$ cat config.mk
export PLATFORM = sky130hd
export DESIGN_NAME = rand_buff
export DESIGN_NICKNAME = d
export VERILOG_FILES = /design/src/rtl/rand_buff_pkg.sv /design/src/rtl/rand_buff_port.sv /design/src/rtl/rand_buff.sv
export SDC_FILE = /design/constraint.sdc
export NUM_CORES = 1
export LEC_CHECK = 0
export BUFFER_PORTS_ARGS = -buffer_cell sky130_fd_sc_hd__buf_4
export CAP_MARGIN = 20
export CORE_MARGIN = 2
export CORE_UTILIZATION = 60
export CTS_CLUSTER_DIAMETER = 50
export DETAILED_ROUTE_END_ITERATION = 8
export PLACE_DENSITY = 0.8
export SYNTH_ARGS = -nofsm -noshare
export SYNTH_HDL_FRONTEND = slang
export SYNTH_SLANG_ARGS = --single-unit
$ cat constraint.sdc
create_clock -name clk -period 3.05 [get_ports clk]
set_input_delay 0.1525 -clock clk [delete_from_list [all_inputs] [get_ports clk]]
set_output_delay 0.1525 -clock clk [all_outputs]
set_load 0.1 [all_outputs]
$ cat src/rtl/rand_buff_pkg.sv
// Shared constants and helpers for the random-word source and its consumers.
package rand_buff_pkg;

   localparam int          RAND_W    = 32;
   localparam int          XS_A      = 13;
   localparam int          XS_B      = 17;
   localparam int          XS_C      = 5;
   localparam logic [31:0] SEED_STEP = 32'h9E3779B9;

   // One xorshift32 step; shifts truncate to 32 bits.
   function automatic logic [RAND_W-1:0] xs_next(input logic [RAND_W-1:0] x);
      logic [RAND_W-1:0] t;
      t = x ^ (x << XS_A);
      t = t ^ (t >> XS_B);
      t = t ^ (t << XS_C);
      return t;
   endfunction

   // The all-zero state is a fixed point of xorshift, so it is replaced by 1.
   function automatic logic [RAND_W-1:0] fix_seed(input logic [RAND_W-1:0] s);
      return (s == '0) ? RAND_W'(1) : s;
   endfunction

endpackage

$ cat src/rtl/rand_buff_port.sv
// One output port: xorshift32 generator feeding a DEPTH-word FIFO.
module rand_buff_port
   import rand_buff_pkg::*;
#(
   parameter int                DEPTH = 4,
   parameter logic [RAND_W-1:0] SEED  = 32'h2545F491
) (
   input  logic              clk,
   input  logic              rstn,
   input  logic              gen_en,
   input  logic              seed_load,
   input  logic [RAND_W-1:0] seed_in,
   input  logic              rd,
   output logic              ready,
   output logic [RAND_W-1:0] data,
   output logic              uflow
);

   localparam int               PTR_W = $clog2(DEPTH);
   localparam int               CNT_W = PTR_W + 1;
   localparam logic [CNT_W-1:0] FULL  = CNT_W'(DEPTH);

   logic [RAND_W-1:0] mem [DEPTH];
   logic [PTR_W-1:0]  wr_ptr;
   logic [PTR_W-1:0]  rd_ptr;
   logic [CNT_W-1:0]  count;
   logic [RAND_W-1:0] x;
   logic              push;
   logic              pop;

   // Decode push/pop/underflow from the registered count and this cycle's controls.
   always_comb begin
      // NOTE: every signal assigned in always_comb gets a default first so no latch is inferred.
      push  = 1'b0;
      pop   = 1'b0;
      uflow = 1'b0;
      if (!seed_load) begin
         pop   = rd && (count != '0);
         push  = gen_en && ((count < FULL) || pop);
         uflow = rd && (count == '0);
      end
   end

   // Pointer, count and generator state; seed_load flushes and reseeds.
   always_ff @(posedge clk or negedge rstn) begin
      // NOTE: sequential state uses non-blocking assignments so all registers update together.
      if (!rstn) begin
         wr_ptr <= '0;
         rd_ptr <= '0;
         count  <= '0;
         x      <= fix_seed(SEED);
      end else if (seed_load) begin
         wr_ptr <= '0;
         rd_ptr <= '0;
         count  <= '0;
         x      <= fix_seed(seed_in);
      end else begin
         if (push) begin
            wr_ptr <= wr_ptr + PTR_W'(1);
            x      <= xs_next(x);
         end
         if (pop) begin
            rd_ptr <= rd_ptr + PTR_W'(1);
         end
         if (push && !pop) begin
            count <= count + CNT_W'(1);
         end else if (pop && !push) begin
            count <= count - CNT_W'(1);
         end
      end
   end

   // FIFO storage write; the current generator word is captured on a push.
   always_ff @(posedge clk) begin
      // NOTE: storage is not reset; empty entries are never visible because data is gated by count.
      if (push) begin
         mem[wr_ptr] <= x;
      end
   end

   assign ready = (count != '0);
   assign data  = ready ? mem[rd_ptr] : '0;

endmodule

$ cat src/rtl/rand_buff.sv
// Random-word source: PARA_SIZE independent generator+FIFO ports with a shared sticky underflow flag.
module rand_buff
   import rand_buff_pkg::*;
#(
   parameter int          PARA_SIZE = 4,
   parameter int          DEPTH     = 4,
   parameter logic [31:0] SEED_BASE = 32'h2545F491
) (
   input  logic                        clk,
   input  logic                        rstn,
   input  logic                        gen_en,
   input  logic                        seed_load,
   input  logic [RAND_W*PARA_SIZE-1:0] seed_in,
   input  logic [PARA_SIZE-1:0]        rand_rd,
   output logic [PARA_SIZE-1:0]        rand_ready,
   output logic [RAND_W*PARA_SIZE-1:0] rand_data,
   output logic                        underflow
);

   logic [PARA_SIZE-1:0] uflow;

   for (genvar k = 0; k < PARA_SIZE; k++) begin : g_port
      localparam logic [RAND_W-1:0] SEED_K = fix_seed(SEED_BASE + RAND_W'(k) * SEED_STEP);

      rand_buff_port #(
         .DEPTH (DEPTH),
         .SEED  (SEED_K)
      ) u_port (
         .clk       (clk),
         .rstn      (rstn),
         .gen_en    (gen_en),
         .seed_load (seed_load),
         .seed_in   (seed_in[RAND_W*k +: RAND_W]),
         .rd        (rand_rd[k]),
         .ready     (rand_ready[k]),
         .data      (rand_data[RAND_W*k +: RAND_W]),
         .uflow     (uflow[k])
      );
   end

   // Sticky underflow: set by any port's empty read, cleared by seed_load.
   always_ff @(posedge clk or negedge rstn) begin
      if (!rstn) begin
         underflow <= 1'b0;
      end else if (seed_load) begin
         underflow <= 1'b0;
      end else if (|uflow) begin
         underflow <= 1'b1;
      end
   end

endmodule

# After elaboration in Yosys (flattened, before gate mapping)
# Memories as Yosys holds them, arrays and structs flattened.
# Index checks and enable logic that the tools add are counted.
[word_totals]
regBits = 157
mem_bits_rw = 512
out_inout_bits = 133
wordCells = 177
mem_count = 4
[memory_table]
columns = ["memory", "depth", "word_bits", "read_ports", "rd_clocked_by_memory_dff", "wr", "line", "source"]
rows = [
  ["g_port[0].u_port.mem", 4, 32, 1, 0, 1, "rand_buff_port.sv:23", "logic [RAND_W-1:0] mem [DEPTH];"],
  ["g_port[1].u_port.mem", 4, 32, 1, 0, 1, "rand_buff_port.sv:23", ""],
  ["g_port[2].u_port.mem", 4, 32, 1, 0, 1, "rand_buff_port.sv:23", ""],
  ["g_port[3].u_port.mem", 4, 32, 1, 0, 1, "rand_buff_port.sv:23", ""],
]
[op_classes]
n_addsub = 16
magnitude_cmp = 4
n_mux = 66
bitwise = 12
reduce_logical = 58
[op_table]
columns = ["cell", "count"]
rows = [
  ["32-bit 2-to-1 mux", 16],
  ["32-bit XOR", 8],
  ["32-bit logical NOT", 4],
  ["32-bit by 15-bit XOR with 32-bit output", 4],
  ["3-bit 2-to-1 mux", 12],
  ["2-bit 2-to-1 mux", 16],
  ["3-bit nonzero test", 8],
  ["1-bit 2-to-1 mux", 22],
  ["1-bit logical AND", 20],
  ["2-bit nonzero test", 9],
  ["2-bit by 1-bit adder with 2-bit output, second input constant", 8],
  ["3-bit by 1-bit adder with 3-bit output, second input constant", 4],
  ["3-bit logical NOT", 4],
  ["3-bit less-than comparator, second input constant", 4],
  ["3-bit by 1-bit subtractor with 3-bit output, second input constant", 4],
  ["1-bit logical NOT", 8],
  ["1-bit logical OR", 4],
  ["4-bit OR reduction", 1],
]

# Longest topological paths before layout
# Gate-level depths: netlist (run 1).
[depth]
ltp_word = 10
ltp_mapped = 11
mapped_depth_nobuf = 8

# Cells and area by module
# Synthesis (run 1) repeated with hierarchy kept, for this count alone.
[unflattened]
cells_unflattened = 1982
area_unflattened_um2 = 30889.6
[by_module_without_submodules]
columns = ["module", "n_inst", "cells_each", "area_per_inst_um2", "seq_area_each_um2"]
rows = [
  ["rand_buff_port at g_port[1].u_port", 1, 495, 7718.7, 4842.1],
  ["rand_buff_port at g_port[3].u_port", 1, 494, 7714.9, 4845.9],
  ["rand_buff_port at g_port[2].u_port", 1, 495, 7712.4, 4835.9],
  ["rand_buff_port at g_port[0].u_port", 1, 494, 7704.9, 4837.1],
  ["rand_buff", 1, 4, 38.8, 25.0],
]

# Worst setup path after synthesis (run 1)
# No wires, ideal clock.
[synth_timing]
path_type = "flip-flop to flip-flop"
from = "reg g_port[1].u_port.count[2]"
to = "reg g_port[1].u_port.count[1]"
setup_time_ns = 0.065
arrival_ns = 2.193
t_required_ns = 2.985
path_slack_ns = 0.792
path_stages_with_launch = 10
n_path_buf = 2
synth_period_minus_slack_ns = 2.258
path_cell_list = "dfrtp_1 -> buf_2 -> nor3_1 -> inv_1 -> clkbuf_1 -> a21oi_1 -> fa_1 -> nor4b_1 -> nor2_1 -> o221a_2"
[synth_between]
elab_chain_len = 8
word_cells_on_any_way = 14
classes_between = "order compare: 1; mux: 4; reduce/logical: 9"
[synth_lines]
columns = ["element", "line", "source"]
rows = [
  ["start: declaration", "rand_buff_port.sv:26", "logic [CNT_W-1:0] count;"],
  ["start signal: assignment", "rand_buff_port.sv:66", "count <= count + CNT_W'(1);"],
  ["start signal: assignment", "rand_buff_port.sv:68", "count <= count - CNT_W'(1);"],
  ["3-bit nonzero test *", "n/a", ""],
  ["via g_port[1].u_port.ready", "rand_buff_port.sv:14", "output logic ready,"],
  ["1-bit logical AND *", "rand_buff_port.sv:38", "pop = rd && (count != '0);"],
  ["1-bit logical OR", "rand_buff_port.sv:39", "push = gen_en && ((count < FULL) || pop);"],
  ["1-bit logical AND", "rand_buff_port.sv:39", ""],
  ["1-bit 2-to-1 mux", "rand_buff_port.sv:37", "if (!seed_load) begin"],
  ["1-bit logical AND / 1-bit logical NOT (equally long branches)", "rand_buff_port.sv:65, rand_buff_port.sv:67", ""],
  ["3-bit 2-to-1 mux / 1-bit logical AND (equally long branches)", "rand_buff_port.sv:65, rand_buff_port.sv:67", ""],
  ["3-bit 2-to-1 mux / 3-bit nonzero test (equally long branches)", "n/a", ""],
]
# The timed path passes the listed nets; every way through them passes the cells marked *.
# A chain may end at the register's enable or synchronous reset.

# Worst setup path after layout (run 1)
[layout_timing]
from = "reg g_port[0].u_port.rd_ptr[0]"
to = "out rand_data[22]"
[layout_between]
elab_chain_len = 2
[layout_lines]
columns = ["element", "line", "source"]
rows = [
  ["start: declaration", "rand_buff_port.sv:25", "logic [PTR_W-1:0] rd_ptr;"],
  ["start signal: assignment", "rand_buff_port.sv:63", "rd_ptr <= rd_ptr + PTR_W'(1);"],
  ["memory read 4 x 32 bit", "n/a", ""],
  ["32-bit 2-to-1 mux", "rand_buff_port.sv:82", "assign data = ready ? mem[rd_ptr] : '0;"],
  ["end: declaration", "rand_buff.sv:16", "output logic [RAND_W*PARA_SIZE-1:0] rand_data,"],
]
# No other way between the ends.

==> flow_summary.json, run 1 <==
{
  "post_cts_buffers": 0,
  "dieWidth_um": 229,
  "initial_utilization_pct": 60.6,
  "synthSimpleGateAreaFrac_pct": 8.23,
  "drive_above_1_share_pct": 27.1,
  "grt_overflow_total": 0,
  "powerDensity_mw_per_mm2": 1160,
  "drt_iter0_drc": 2319,
  "finalCriticalPeriod_ns": 2.77,
  "first_global_vias": 20200,
  "yosysMostFrequentCell": "edfxtp_1",
  "drt-vias-per-instance": 6.32,
  "ys_seq_area_share_pct": 63.9,
  "crit_arrival_ns": 2.61,
  "ys_top_cells_by_count": "512 x edfxtp_1, 172 x xnor2_1, 143 x nor2_1",
  "crit_buf_inv": 2,
  "die_h_um": 229,
  "place.gp.congestion": 0.890,
  "cts_made_buffers": 70,
  "clk_pin_slew_ns": 0.06,
  "max_freq_ghz": 0.361,
  "slew_viol_final": 0,
  "tns_ns": 0,
  "layout.nets": 2527,
  "register_area_mm2": 0.0194,
  "root_buffer": "clkbuf_16",
  "core_mm2": 0.0501,
  "grt_pass1_wl_um": 120000,
  "ctsHoldBuffers": 133,
  "cts_resized": 0,
  "worstMarginPinSlew_ns": 0.876,
  "critPathLaunchType": "register",
  "status": "finished clean",
  "rsz0062_at_grt": "no",
  "slowest_stage": "dfrtp_2",
  "critical-path-top-delay-family": "flip-flops",
  "yosys.area.top_type_share_pct": 50.7,
  "cts-htree-levels": 3,
  "antenna_found_initial": 1,
  "yosys.area.top_type": "edfxtp_1",
  "peakVddDrop_mv": 0.938,
  "ant_nets": 0,
  "drtPass1Iterations": 7,
  "synthAdderAreaFrac_pct": 0.924,
  "hpwl_um": 47900,
  "worstPathMaxFanout": 21,
  "synth_edf_count": 512,
  "fillCellCount": 2978,
  "die_area_mm2": 0.0524,
  "clk_latency_ns": 0.61,
  "synth_flop_cell": "edfxtp_1",
  "synth_xor_area_share_pct": 8.92,
  "syn_area_mm2": 0.0303,
  "wirelength_um": 77300,
  "end_kind": "output port",
  "ys_types": 59,
  "drc_errors": 0,
  "io_buffer_count": 268,
  "fp-row-count": 82,
  "cp_cell_sequence": "buf_12 > mux4_2 > and2_1 > buf_4",
  "tritoncts": "yes",
  "synth_area_leaders": "edfxtp_1 51%, mux4_2 9.5%, dfrtp_1 7.5%",
  "yosysWarnings": 0,
  "syn_nets": 2132,
  "setup_viol_count_final": 0,
  "synth_compound_area_share_pct": 6.11,
  "critical_path_class": "register to output port",
  "multi_input_area_mm2": 0.0103,
  "slew_headroom_pct": 41.2,
  "hp-class": "primary input to register",
  "grt_max_degree": 163,
  "slowest_delay_ns": 0.74,
  "synth_top_family_by_area": "multiplexers",
  "clkSinkCount": 669,
  "p_leak_nw": 13.3,
  "report.final.hold_viol_count": 0,
  "syn_avg_cell_area_um2": 15.3,
  "wl_per_cell_um": 24.9,
  "synthMuxAreaShare_pct": 9.65,
  "dp_cells": 2838,
  "finalPower_mw": 42.7,
  "fin_crit_sh_pct": 90.7,
  "clockBufferDepth": 3,
  "syn2layout_area_growth_pct": 21.9,
  "required_ns": 2.90,
  "maxCapViolCount": 0,
  "vias": 19600,
  "fin_cells": 3099,
  "skew_ns": 0.0295,
  "ys_seq_elements": 669,
  "synth-async-reset-ratio_pct": 23.5,
  "diodes": 0,
  "io_pins": 269,
  "synthCells": 1976,
  "grt_use_total_pct": 29.9
}
==> metal layers <==
layer / vias up / wire length (um) / global-route usage (%)
li1: 8341 / - / -
met1: 9945 / 29900 / 40.7
met2: 1108 / 38400 / 49.3
met3: 185 / 6810 / 5.69
met4: 2 / 2140 / 10.0
met5: - / 11 / 0
==> tightest hold or removal path: cells and delay by family <==
family	cells	cell delay, ns
AOI/OAI and AO/OA	2	0.30
buffers and inverters	1	0.09
and+or+nand+nor	1	0.04
==> sequential cells by signal, summed over array words and instances, names as in the netlist <==
name,flops
underflow,1
g_port.u_port.wr_ptr,8
g_port.u_port.rd_ptr,8
g_port.u_port.mem,512
g_port.u_port.x,128
g_port.u_port.count,12
==> worst paths after layout <==
kind | from | slack (ns) | to | cells past startpoint
max | g_port[0].u_port.rd_ptr[0] | 0.28 | rand_data[22] | 4
min in group asynchronous | rstn | 0.08 | g_port[3].u_port.x[20] | 2
max in group asynchronous | rstn | 2.04 | g_port[0].u_port.x[16] | 3
max reg2reg | g_port[3].u_port.count[0] | 0.62 | g_port[3].u_port.count[1] | 7
min reg2reg | g_port[2].u_port.wr_ptr[1] | 0.56 | g_port[2].u_port.wr_ptr[1] | 1
min | seed_in[32] | 0.04 | g_port[1].u_port.x[0] | 4
==> stage by stage <==
stage	util, %	hold WS [ns]	setup WS [ns]	instance area [um2]
after global routing	73.8	0.0407	0.150	37000
after floorplan	-	-0.143	0.792	30300
after detailed placement	66.3	0.152	0.664	33200
after global placement	66.3	0.147	0.668	33200
after CTS	73.8	0.0131	0.236	37000
final	73.8	0.0381	0.283	37000
==> layout make-up <==
cell class              instances  area share, %
clock buffers                  89           5.35
clock inverters                39           1.24
inverters                      30          0.311
multi-input cells            1145           27.8
flip-flops and latches        669           52.5
well taps                     672           2.27
repair buffers                455           10.6
==> where the power goes <==
group	total [mW]	internal [mW]	switching, mW
logic	18.9	7.05	11.8
registers	14.9	12.4	2.57
clock network	8.91	5.32	3.59
==> cells by family (layout without fill, tap and decap cells) <==
logic type	count (synthesis)	in the layout
AO/OA/AOI/OAI	251	251
adder cells (fa/ha/maj)	20	20
XOR/XNOR	260	260
multiplexers	132	132
buffers and inverters	162	613
AND/OR/NAND/NOR	482	482
flip-flops	669	669
==> layout by cell type, fill, tap and decap left out, types with 49 or more instances in the layout <==
cell type and count:
nor2_1 143, xnor2_1 172, mux4_2 128, and2_1 132
buf_4 307, dfstp_2 66, edfxtp_1 512, xor2_1 49
dlygate4sd3_1 133, dfrtp_1 87, clkbuf_16 74, nand2_1 54
(Power assumes the default switching activity.)
==> run 2: changes to the inputs <==
--- a/config.mk
+++ b/config.mk
@@ -11,6 +11,7 @@
 export CORE_UTILIZATION = 60
 export CTS_CLUSTER_DIAMETER = 50
 export DETAILED_ROUTE_END_ITERATION = 8
+export MAX_ROUTING_LAYER = met4
 export PLACE_DENSITY = 0.8
 export SYNTH_ARGS = -nofsm -noshare
 export SYNTH_HDL_FRONTEND = slang
==> run 2 against run 1 <==
Against the previous run: sequential power about the same; clock skew down 0.0072 ns; first-iteration DRC count down 8.8%; largest power group unchanged; highest routed layer is now met4.
==> flow_summary.json, run 2 (synthesis gave the netlist of run 1 again) <==
{
  "reg2regPathDepth": 7,
  "maxCapViolCount": 0,
  "grt_overflow_total": 0,
  "fin_cells": 3106,
  "cpMostUsedCell": "buf_4",
  "cp_cell_sequence": "buf_4 > mux4_2 > and2_1 > buf_4",
  "root_buffer": "clkbuf_16",
  "ant_nets": 0,
  "largest_reg_flops": 512,
  "slew_viol_final": 0,
  "required_ns": 2.90,
  "clockBufferDepth": 3,
  "fin_crit_sh_pct": 89.4,
  "layout.nets": 2533,
  "cts-htree-levels": 3,
  "die_area_mm2": 0.0524,
  "dp_cells": 2841,
  "first_global_vias": 20400,
  "antenna_found_initial": 1,
  "fp-row-count": 82,
  "finalCriticalPeriod_ns": 2.73,
  "tns_ns": 0,
  "skew_ns": 0.0224,
  "clk_pin_slew_ns": 0.05,
  "powerDensity_mw_per_mm2": 1150,
  "finalPower_mw": 42.1,
  "core_mm2": 0.0501,
  "p_leak_nw": 13.2,
  "report.final.hold_viol_count": 0,
  "die_h_um": 229,
  "hold-path-endpoint": "g_port[2].u_port.count[0]",
  "regMostFlops": "g_port.u_port.mem",
  "worstHoldPathCells": 3,
  "io_buffer_count": 268,
  "vias": 19500,
  "r2r_setup_slack_ns": 0.61,
  "tritoncts": "yes",
  "clk_latency_ns": 0.60,
  "hp-start": "gen_en",
  "drive_above_1_share_pct": 26.8,
  "hpwl_um": 47300,
  "cts_made_buffers": 74,
  "drc_errors": 0,
  "worstMarginPinSlew_ns": 0.883,
  "syn2layout_area_growth_pct": 21.2,
  "drt_iter0_drc": 2115,
  "design_area_mm2": 0.0367,
  "setup_viol_count_final": 0,
  "critPathLaunchType": "register",
  "worstPathMaxFanout": 13,
  "crit_arrival_ns": 2.57,
  "drtPass1Iterations": 8,
  "critical_path_class": "register to output port",
  "clkSinkCount": 669,
  "rr_startpoint": "g_port[3].u_port.count[0]",
  "hp-class": "primary input to register",
  "io_pins": 269,
  "initial_utilization_pct": 60.6,
  "fillCellCount": 3025,
  "rsz0062_at_grt": "no",
  "grt_pass1_wl_um": 119000,
  "slowest_stage": "dfrtp_2",
  "place.gp.congestion": 0.934,
  "register_area_mm2": 0.0194,
  "top_regs": "g_port.u_port.mem: 512 flops, g_port.u_port.x: 128 flops, g_port.u_port.count: 12 flops",
  "grt_max_degree": 163,
  "final_cell_mix": "512 x edfxtp_1, 315 x buf_4, 172 x xnor2_1",
  "max_freq_ghz": 0.367,
  "drt-vias-per-instance": 6.29,
  "peakVddDrop_mv": 1.02,
  "grt_use_total_pct": 30.7,
  "dieWidth_um": 229,
  "slowest_delay_ns": 0.63,
  "wl_per_cell_um": 24.8,
  "status": "finished clean",
  "end_kind": "output port",
  "final_common_cell": "edfxtp_1",
  "wirelength_um": 77000,
  "slew_headroom_pct": 40.7,
  "multi_input_area_mm2": 0.0103,
  "r2r-end": "g_port[3].u_port.count[1]",
  "placed_area_mm2": 0.0332
}
run 2: cell count changes in the layout (fill, tap and decap cells not counted), moves of 3 or more:
cell	change
buf_4	+8
bufinv_16	-6
clkbuf_1	+6
buf_12	-5
clkinv_1	+4
clkbuf_8	-3
diode_2	+3
run 2: worst max-delay path, delay by kind of cell, from the launching register on:
family	cells	cell delay (ns)
buffers and inverters	2	0.59
AND/OR/NAND/NOR	1	0.18
flip-flops	1	0.63
multiplexers	1	0.56
run 2: per-stage QoR:
step / util (%) / hold slack [ns] / worst slack, ns
final: 73.4 / 0.0354 / 0.325
after global routing: 73.4 / 0.0428 / 0.173
after CTS: 73.4 / 0.00425 / 0.263
after detailed placement: 66.2 / 0.231 / 0.468
after global placement: 66.2 / 0.232 / 0.547
after floorplan: - / -0.143 / 0.792
run 2: worst max-delay path by stage:
stage	start	to	slack (ns)
after global placement	gen_en	g_port[3].u_port.count[1]	0.55
after floorplan	g_port[1].u_port.count[2]	g_port[1].u_port.count[1]	0.79
after global routing	g_port[1].u_port.rd_ptr[0]	rand_data[36]	0.17
after detailed placement	gen_en	g_port[3].u_port.count[1]	0.47
after CTS	g_port[1].u_port.rd_ptr[0]	rand_data[52]	0.26
final	g_port[1].u_port.rd_ptr[0]	rand_data[36]	0.32
run 2: layout make-up:
| cell class | instances | share of cell area, % |
|---|---|---|
| clock inverter | 37 | 0.756 |
| inverter | 30 | 0.313 |
| clock buffer | 93 | 5.40 |
| sequential | 669 | 52.8 |
| multi-input combinational | 1145 | 27.9 |
| timing repair buffer | 457 | 10.5 |
| antenna | 3 | 0.0204 |
| tap | 672 | 2.29 |
run 2: metal layers:
metal	track usage (%)	up-vias	wire length, um
met5	-	-	0
met4	10.9	0	2430
met3	5.29	198	6620
met2	49.4	1109	38500
met1	39.9	9890	29400
li1	-	8352	-
run 2: timing repair:
action / 4_1_cts / 5_1_grt
hold buffers: 132 / 0
hold endpoints to repair: 184 / 0
buffers inserted: 0 / 0
resized for setup: 0 / 0
run 2: where the power goes:
part | total, mW | switching (mW) | internal, mW
Clock | 8.37 | 3.57 | 4.80
Combinational | 18.9 | 11.9 | 7.04
Sequential | 14.8 | 2.46 | 12.4
Total | 42.1 | 17.9 | 24.2
